<file path="src/rtl/bus_arbiter_rr.sv">
// bus_arbiter_rr: two-master round-robin arbiter for pipelined Wishbone with an outstanding-strobe limit.
module bus_arbiter_rr #(
    parameter int AWIDTH = 32,
    parameter int MAXOUT = 4
) (
    input  logic              clk_i,
    input  logic              rst_i,
    input  logic [AWIDTH-1:0] m0_adr_i,
    input  logic              m0_cyc_i,
    input  logic              m0_stb_i,
    input  logic              m0_we_i,
    input  logic [3:0]        m0_sel_i,
    input  logic [31:0]       m0_dat_i,
    output logic [31:0]       m0_dat_o,
    output logic              m0_ack_o,
    output logic              m0_stall_o,
    input  logic [AWIDTH-1:0] m1_adr_i,
    input  logic              m1_cyc_i,
    input  logic              m1_stb_i,
    input  logic              m1_we_i,
    input  logic [3:0]        m1_sel_i,
    input  logic [31:0]       m1_dat_i,
    output logic [31:0]       m1_dat_o,
    output logic              m1_ack_o,
    output logic              m1_stall_o,
    output logic [AWIDTH-1:0] out_adr_o,
    output logic              out_cyc_o,
    output logic              out_stb_o,
    output logic              out_we_o,
    output logic [3:0]        out_sel_o,
    output logic [31:0]       out_dat_o,
    input  logic [31:0]       out_dat_i,
    input  logic              out_ack_i,
    input  logic              out_stall_i,
    output logic [1:0]        grant_o,
    output logic [3:0]        pending_o,
    output logic              spurious_o
);
    typedef enum logic [1:0] {IDLE, GNT0, GNT1} state_t;
    state_t state, state_nxt;
    logic last_gnt;
    logic sel0, sel1, full, owner_cyc, ack_ok, accept;
    assign sel0 = state == GNT0;
    assign sel1 = state == GNT1;
    assign full = pending_o == 4'(MAXOUT);
    assign owner_cyc = (sel0 & m0_cyc_i) | (sel1 & m1_cyc_i);
    // an ack only counts when it can retire a strobe issued by the current owner
    assign ack_ok = out_ack_i & (sel0 | sel1) & (pending_o != 4'd0);
    assign accept = out_stb_o & ~out_stall_i;
    assign grant_o = {sel1, sel0};
    always_comb begin
        state_nxt = state;
        if (state == IDLE)
            state_nxt = (m0_cyc_i && m1_cyc_i) ? (last_gnt ? GNT0 : GNT1) :
                        m0_cyc_i ? GNT0 : m1_cyc_i ? GNT1 : IDLE;
        else if (!owner_cyc)
            state_nxt = IDLE;
    end
    always_comb begin
        out_adr_o  = sel0 ? m0_adr_i : sel1 ? m1_adr_i : '0;
        out_we_o   = sel0 ? m0_we_i  : sel1 ? m1_we_i  : 1'b0;
        out_sel_o  = sel0 ? m0_sel_i : sel1 ? m1_sel_i : 4'd0;
        out_dat_o  = sel0 ? m0_dat_i : sel1 ? m1_dat_i : 32'd0;
        out_cyc_o  = owner_cyc;
        out_stb_o  = ((sel0 & m0_stb_i) | (sel1 & m1_stb_i)) & ~full;
        m0_ack_o   = sel0 & ack_ok;
        m1_ack_o   = sel1 & ack_ok;
        m0_dat_o   = sel0 ? out_dat_i : 32'd0;
        m1_dat_o   = sel1 ? out_dat_i : 32'd0;
        m0_stall_o = ~sel0 | out_stall_i | full;
        m1_stall_o = ~sel1 | out_stall_i | full;
    end
    always_ff @(posedge clk_i) begin
        if (rst_i) begin
            state      <= IDLE;
            last_gnt   <= 1'b1;
            pending_o  <= 4'd0;
            spurious_o <= 1'b0;
        end else begin
            state <= state_nxt;
            if (out_ack_i && !ack_ok)
                spurious_o <= 1'b1;
            // owner leaving with strobes in flight abandons them
            if (state != IDLE && !owner_cyc) begin
                last_gnt  <= sel1;
                pending_o <= 4'd0;
            end else if (accept && !ack_ok)
                pending_o <= pending_o + 4'd1;
            else if (!accept && ack_ok)
                pending_o <= pending_o - 4'd1;
        end
    end
endmodule

</file>
<file path="config.mk">
export PLATFORM = sky130hd
export DESIGN_NAME = bus_arbiter_rr
export DESIGN_NICKNAME = d
export VERILOG_FILES = /design/src/rtl/bus_arbiter_rr.sv
export SDC_FILE = /design/constraint.sdc
export NUM_CORES = 1
export LEC_CHECK = 0
export CORE_AREA = 2 2 127 129
export CTS_CLUSTER_DIAMETER = 40
export DETAILED_ROUTE_END_ITERATION = 7
export DIE_AREA = 0 0 129 131
export GPL_ROUTABILITY_DRIVEN = 1
export PLACE_DENSITY = 0.51
export SYNTH_ARGS = -nofsm -noshare
export SYNTH_HDL_FRONTEND = slang
export SYNTH_SLANG_ARGS = --single-unit
</file>
<file path="constraint.sdc">
create_clock -name clk_i -period 2.9 [get_ports clk_i]
set_input_delay 0.435 -clock clk_i [delete_from_list [all_inputs] [get_ports clk_i]]
set_output_delay 0.435 -clock clk_i [all_outputs]
set_load 0.05 [all_outputs]
</file>
==> impl_metrics.ini, run 1 <==
[logic_synthesis]
synth.area.mux_share_pct = 1.25
synth-xor-area-share_pct = 1.03
synth_cells = 223
ys_seq_elements = 8
yosysSeqAreaShare_pct = 9.44
synthAdderAreaFrac_pct = 5.60
synth_top_family_by_area = compound AO/OA/AOI/OAI gates
syn-num-nets = 408
synth_cell_types = 30
synth-compound-area-share_pct = 42.6
ys_warn_count = 0
synth.cell_area_mm2 = 0.00170
yosys.area_share.simple_pct = 30.5
syn_area_per_cell_um2 = 7.61

[global_route]
antenna_found_initial = 0
grt_max_degree = 108
grt_pass1_wl_um = 17700
groute.usage.overall_pct = 13.8
overflow = 0
grt_pass1_vias = 3040

[min_path]
worstHoldPathType = register to register

[timing]
hold_ws_ns = 0.492
timing_hold_violations_final = 0
skew_ns = 0.00178
fin_crit_sh_pct = 91.1
relSlewSlack_pct = 64.2
setup_ws_ns = 0.259
drv_slew = 0
fin_crit_ns = 2.64
fmax_ghz = 0.379
rsz0062_at_grt = false
worst_pin_slew_ns = 0.535
setup_viol = 0
fin_tns_setup_ns = 0

[detailed_routing]
firstDrtPassIters = 4
routed_wl_um = 13300
num_vias = 2941
ant_nets = 0
drc = 0
drt-vias-per-instance = 3.97
drt_iter0_markers = 56
wl_per_cell_um = 17.9

[cts]
clockBufferDepth = 2
cts_buffers = 3
ctsResizeCount = 0
ctsHtreeMaxLevel = 1
clk_latency_ns = 0.24
postCtsSetupBuffers = 0
cts.sinks = 8
cts_tree = built
clockRootBuffer = clkbuf_16
clkSlewWorstSetupHoldPaths_ns = 0.04
hold_buffers = 0

[cells_and_area]
fin_util_pct = 39.5
antenna_cells = 0
drive_above_1_share_pct = 28.6
final_cell_area_mm2 = 0.00616
fin_nets = 712
syn_to_final_growth_pct = 263
final_common_cell = clkdlybuf4s50_1
final_cell_mix = clkdlybuf4s50_1, buf_12, a22o_1

[place]
dp_slack_ns = 0.126
gp_congestion = 0.789
hpwl_um = 10800
io_buffers = 323
placed_area_mm2 = 0.00608

[critical_path]
crit_chain = inv_1 -> ha_1 -> buf_4 -> nor2b_4 -> buf_12 -> a22o_1 -> buf_12
cpPeakStageDelay_ns = 0.34
critPathArrivalTime_ns = 2.21
start_kind = register
required_ns = 2.47
r2r_slack_ns = 0.29
critPathKind = register to output port
slowest_stage = dfxtp_1
crit_fanout = 69
end_kind = output port
cpMostUsedCell = buf_12

[power]
p_per_area_mw_per_mm2 = 288
ir_drop_uv = 243
p_leak_nw = 2.49

[floorplan]
die_y_um = 131
core-area_mm2 = 0.0156
fp.dieW_um = 129
initial_core_util_pct = 10.9
placementRows = 46
io_pins = 324
die_area_mm2 = 0.0169

[status]
status = complete, no violations

[job]
max_cap_violations = 0
-- logic make-up after synthesis --
group,Yosys count
and+or+nand+nor,87
AOI/OAI and AO/OA,84
buffers and inverters,33
DFF,8
adders and majority gates,7
xor gates and xnor gates,2
muxes,2
-- layout make-up --
type | count | area, um^2
fill | 1532 | 9440
timing repair buffer | 326 | 4230
multi-input combinational | 182 | 1390
tap | 216 | 270
sequential | 8 | 160
clock buffer | 3 | 75.1
inverter | 6 | 22.5
-- where the power goes --
group	total [mW]	switching, mW	internal (mW)	leakage, nW
clock network	0.239	0.0609	0.178	0.0370
logic	1.40	0.712	0.689	2.39
registers	0.130	0.0111	0.119	0.0656
total	1.77	0.784	0.986	2.49
-- metrics by stage --
step | power (mW) | std cells
after floorplan | 0.765 | 223
after global placement | 1.53 | 738
after detailed placement | 1.54 | 738
after CTS | 1.79 | 741
after global routing | 1.83 | 741
final | 1.77 | 741
-- Yosys cell counts --
master    count  area, um^2
a211o_1       1        8.76
a211oi_1      1        7.51
a21oi_1       7        35.0
a221oi_4      1        26.3
a22o_1       70         613
a22oi_1       1        7.51
a31oi_1       1        6.26
and2_1       66         413
buf_2        13        65.1
buf_4         4        30.0
buf_6         1        11.3
clkbuf_1      9        33.8
dfxtp_1       8         160
fa_1          1        20.0
ha_1          6        75.1
inv_1         6        22.5
mux2_2        1        11.3
mux2i_1       1        10.0
nand2_1       3        11.3
nand3_1       2        10.0
nand3b_1      2        15.0
nor2_1        8        30.0
nor2b_1       3        18.8
nor3_1        1        5.00
o211a_1       1        10.0
o211ai_1      1        7.51
or2_4         1        8.76
or3_1         1        6.26
xnor2_1       1        8.76
xor2_1        1        8.76
-- worst paths after layout --
path	start	end	cells past startpoint
setup / recovery	state[0]	out_adr_o[2]	7
hold / removal	spurious_o	spurious_o	2
setup reg to reg	pending_o[0]	pending_o[3]	10
hold reg to reg	spurious_o	spurious_o	2
-- flip-flops by register name (all words and copies together) (netlist names) --
| register | count |
|---|---|
| last_gnt | 1 |
| pending_o | 4 |
| spurious_o | 1 |
| state | 2 |
-- layer usage --
layer	routed length [um]	global-route usage (%)	part of all wire, %
met1	4810	15.5	36
met2	6940	26.1	52
met3	1360	3.75	10
met5	0	0	0
met4	156	2.56	1.2
-- critical path, delay by kind of cell, from the launching register on --
kind,cells,cell delay (ns)
AO/OA/AOI/OAI,1,0.29
AND/OR/NAND/NOR,1,0.23
buffers and inverters,4,0.87
adder cells (fa/ha/maj),1,0.19
flip-flops,1,0.34
Power figures use the tool's default switching activity.
==> run 2, diff against run 1 <==
Settings changed: RECOVER_POWER set to 25, SLEW_MARGIN set to 10.
==> impl_metrics.ini, run 2 (synthesized netlist as in run 1, its figures left out) <==
[status]
status = complete, no violations

[timing]
fin_crit_sh_pct = 91.0
fin_crit_ns = 2.64
timing_hold_violations_final = 0
fin_tns_setup_ns = 0
setup_viol = 0
rsz0062_at_grt = false
relSlewSlack_pct = 58.3
fmax_ghz = 0.379
worst_pin_slew_ns = 0.628
drv_slew = 0
skew_ns = 0.00144

[global_route]
overflow = 0
antenna_found_initial = 0
grt_pass1_wl_um = 17700
grt_max_degree = 108
groute.usage.overall_pct = 13.8
grt_pass1_vias = 3040

[cells_and_area]
largestRegisters = pending_o: 4 flops, state: 2 flops
largest-register = pending_o
syn_to_final_growth_pct = 257
final_common_cell = clkdlybuf4s50_1
largest_reg_flops = 4
nFillCells = 1546
drive_above_1_share_pct = 25.0
final_cell_area_mm2 = 0.00606
antenna_cells = 0
fin_nets = 712
final_cell_mix = clkdlybuf4s50_1, buf_12, a22o_1

[power]
p_per_area_mw_per_mm2 = 288
ir_drop_uv = 240
p_leak_nw = 2.42
power_mw = 1.75

[cts]
cts_buffers = 3
cts_tree = built
clockRootBuffer = clkbuf_16
ctsResizeCount = 0
clk_latency_ns = 0.24
clockBufferDepth = 2
clkSlewWorstSetupHoldPaths_ns = 0.04
cts.sinks = 8
hold_buffers = 0
postCtsSetupBuffers = 0
ctsHtreeMaxLevel = 1

[floorplan]
initial_core_util_pct = 10.9
io_pins = 324
placementRows = 46
core-area_mm2 = 0.0156
die_area_mm2 = 0.0169
fp.dieW_um = 129
die_y_um = 131

[job]
max_cap_violations = 0

[critical_path]
critPathKind = register to output port
crit_fanout = 69
start_kind = register
end_kind = output port
required_ns = 2.47
critPathArrivalTime_ns = 2.20

[min_path]
worstHoldPathType = register to register

[detailed_routing]
routed_wl_um = 13300
firstDrtPassIters = 4
drt-vias-per-instance = 3.97
drc = 0
drt_iter0_markers = 50
ant_nets = 0
wl_per_cell_um = 17.9
num_vias = 2942

[place]
gp_congestion = 0.789
placed_area_mm2 = 0.00608
hpwl_um = 10800
io_buffers = 323
==> run 2: power by group <==
group          switching, mW  internal (mW)
Combinational          0.708          0.671
Clock                 0.0602          0.178
Sequential            0.0106          0.119
==> run 2: final timing paths <==
check / start / to / slack (ns) / cells after the start
worst max-delay path: state[0] / out_adr_o[2] / 0.26 / 7
worst min-delay path: spurious_o / spurious_o / 0.48 / 2
worst max register to register: pending_o[0] / pending_o[3] / 0.29 / 10
worst min register to register: spurious_o / spurious_o / 0.48 / 2
==> run 2: through the flow <==
stage	worst slack (ns)	hold WS, ns	std cells	utilization, %
global route	0.125	0.532	741	38.8
CTS	0.228	0.490	741	39.5
global placement	0.235	0.480	738	39.0
floorplan	0.275	0.470	223	-
finish	0.261	0.485	741	38.8
detailed placement	0.126	0.483	738	39.0
==> run 2: layout make-up <==
| type | instances | area [um^2] | area share (%) |
|---|---|---|---|
| Clock buffer | 3 | 75.1 | 1.24 |
| Multi-Input combinational cell | 182 | 1370 | 22.7 |
| Timing Repair Buffer | 326 | 4160 | 68.6 |
| Inverter | 6 | 22.5 | 0.372 |
| Tap cell | 216 | 270 | 4.46 |
| Sequential cell | 8 | 160 | 2.64 |
==> run 2: critical path, cell delays in order, from the launching register on <==
cell,delay (ns)
dfxtp_1,0.34
inv_1,0.10
ha_1,0.19
buf_4,0.33
nor2b_4,0.23
buf_12,0.27
a22o_1,0.29
buf_12,0.16
==> run 2: layer usage <==
layer | track usage, % | wire (um) | vias up
li1 | - | - | 1420
met1 | 15.5 | 4850 | 1341
met2 | 26.1 | 6950 | 172
met3 | 3.75 | 1320 | 9
met4 | 2.56 | 157 | 0
met5 | 0 | 0 | -
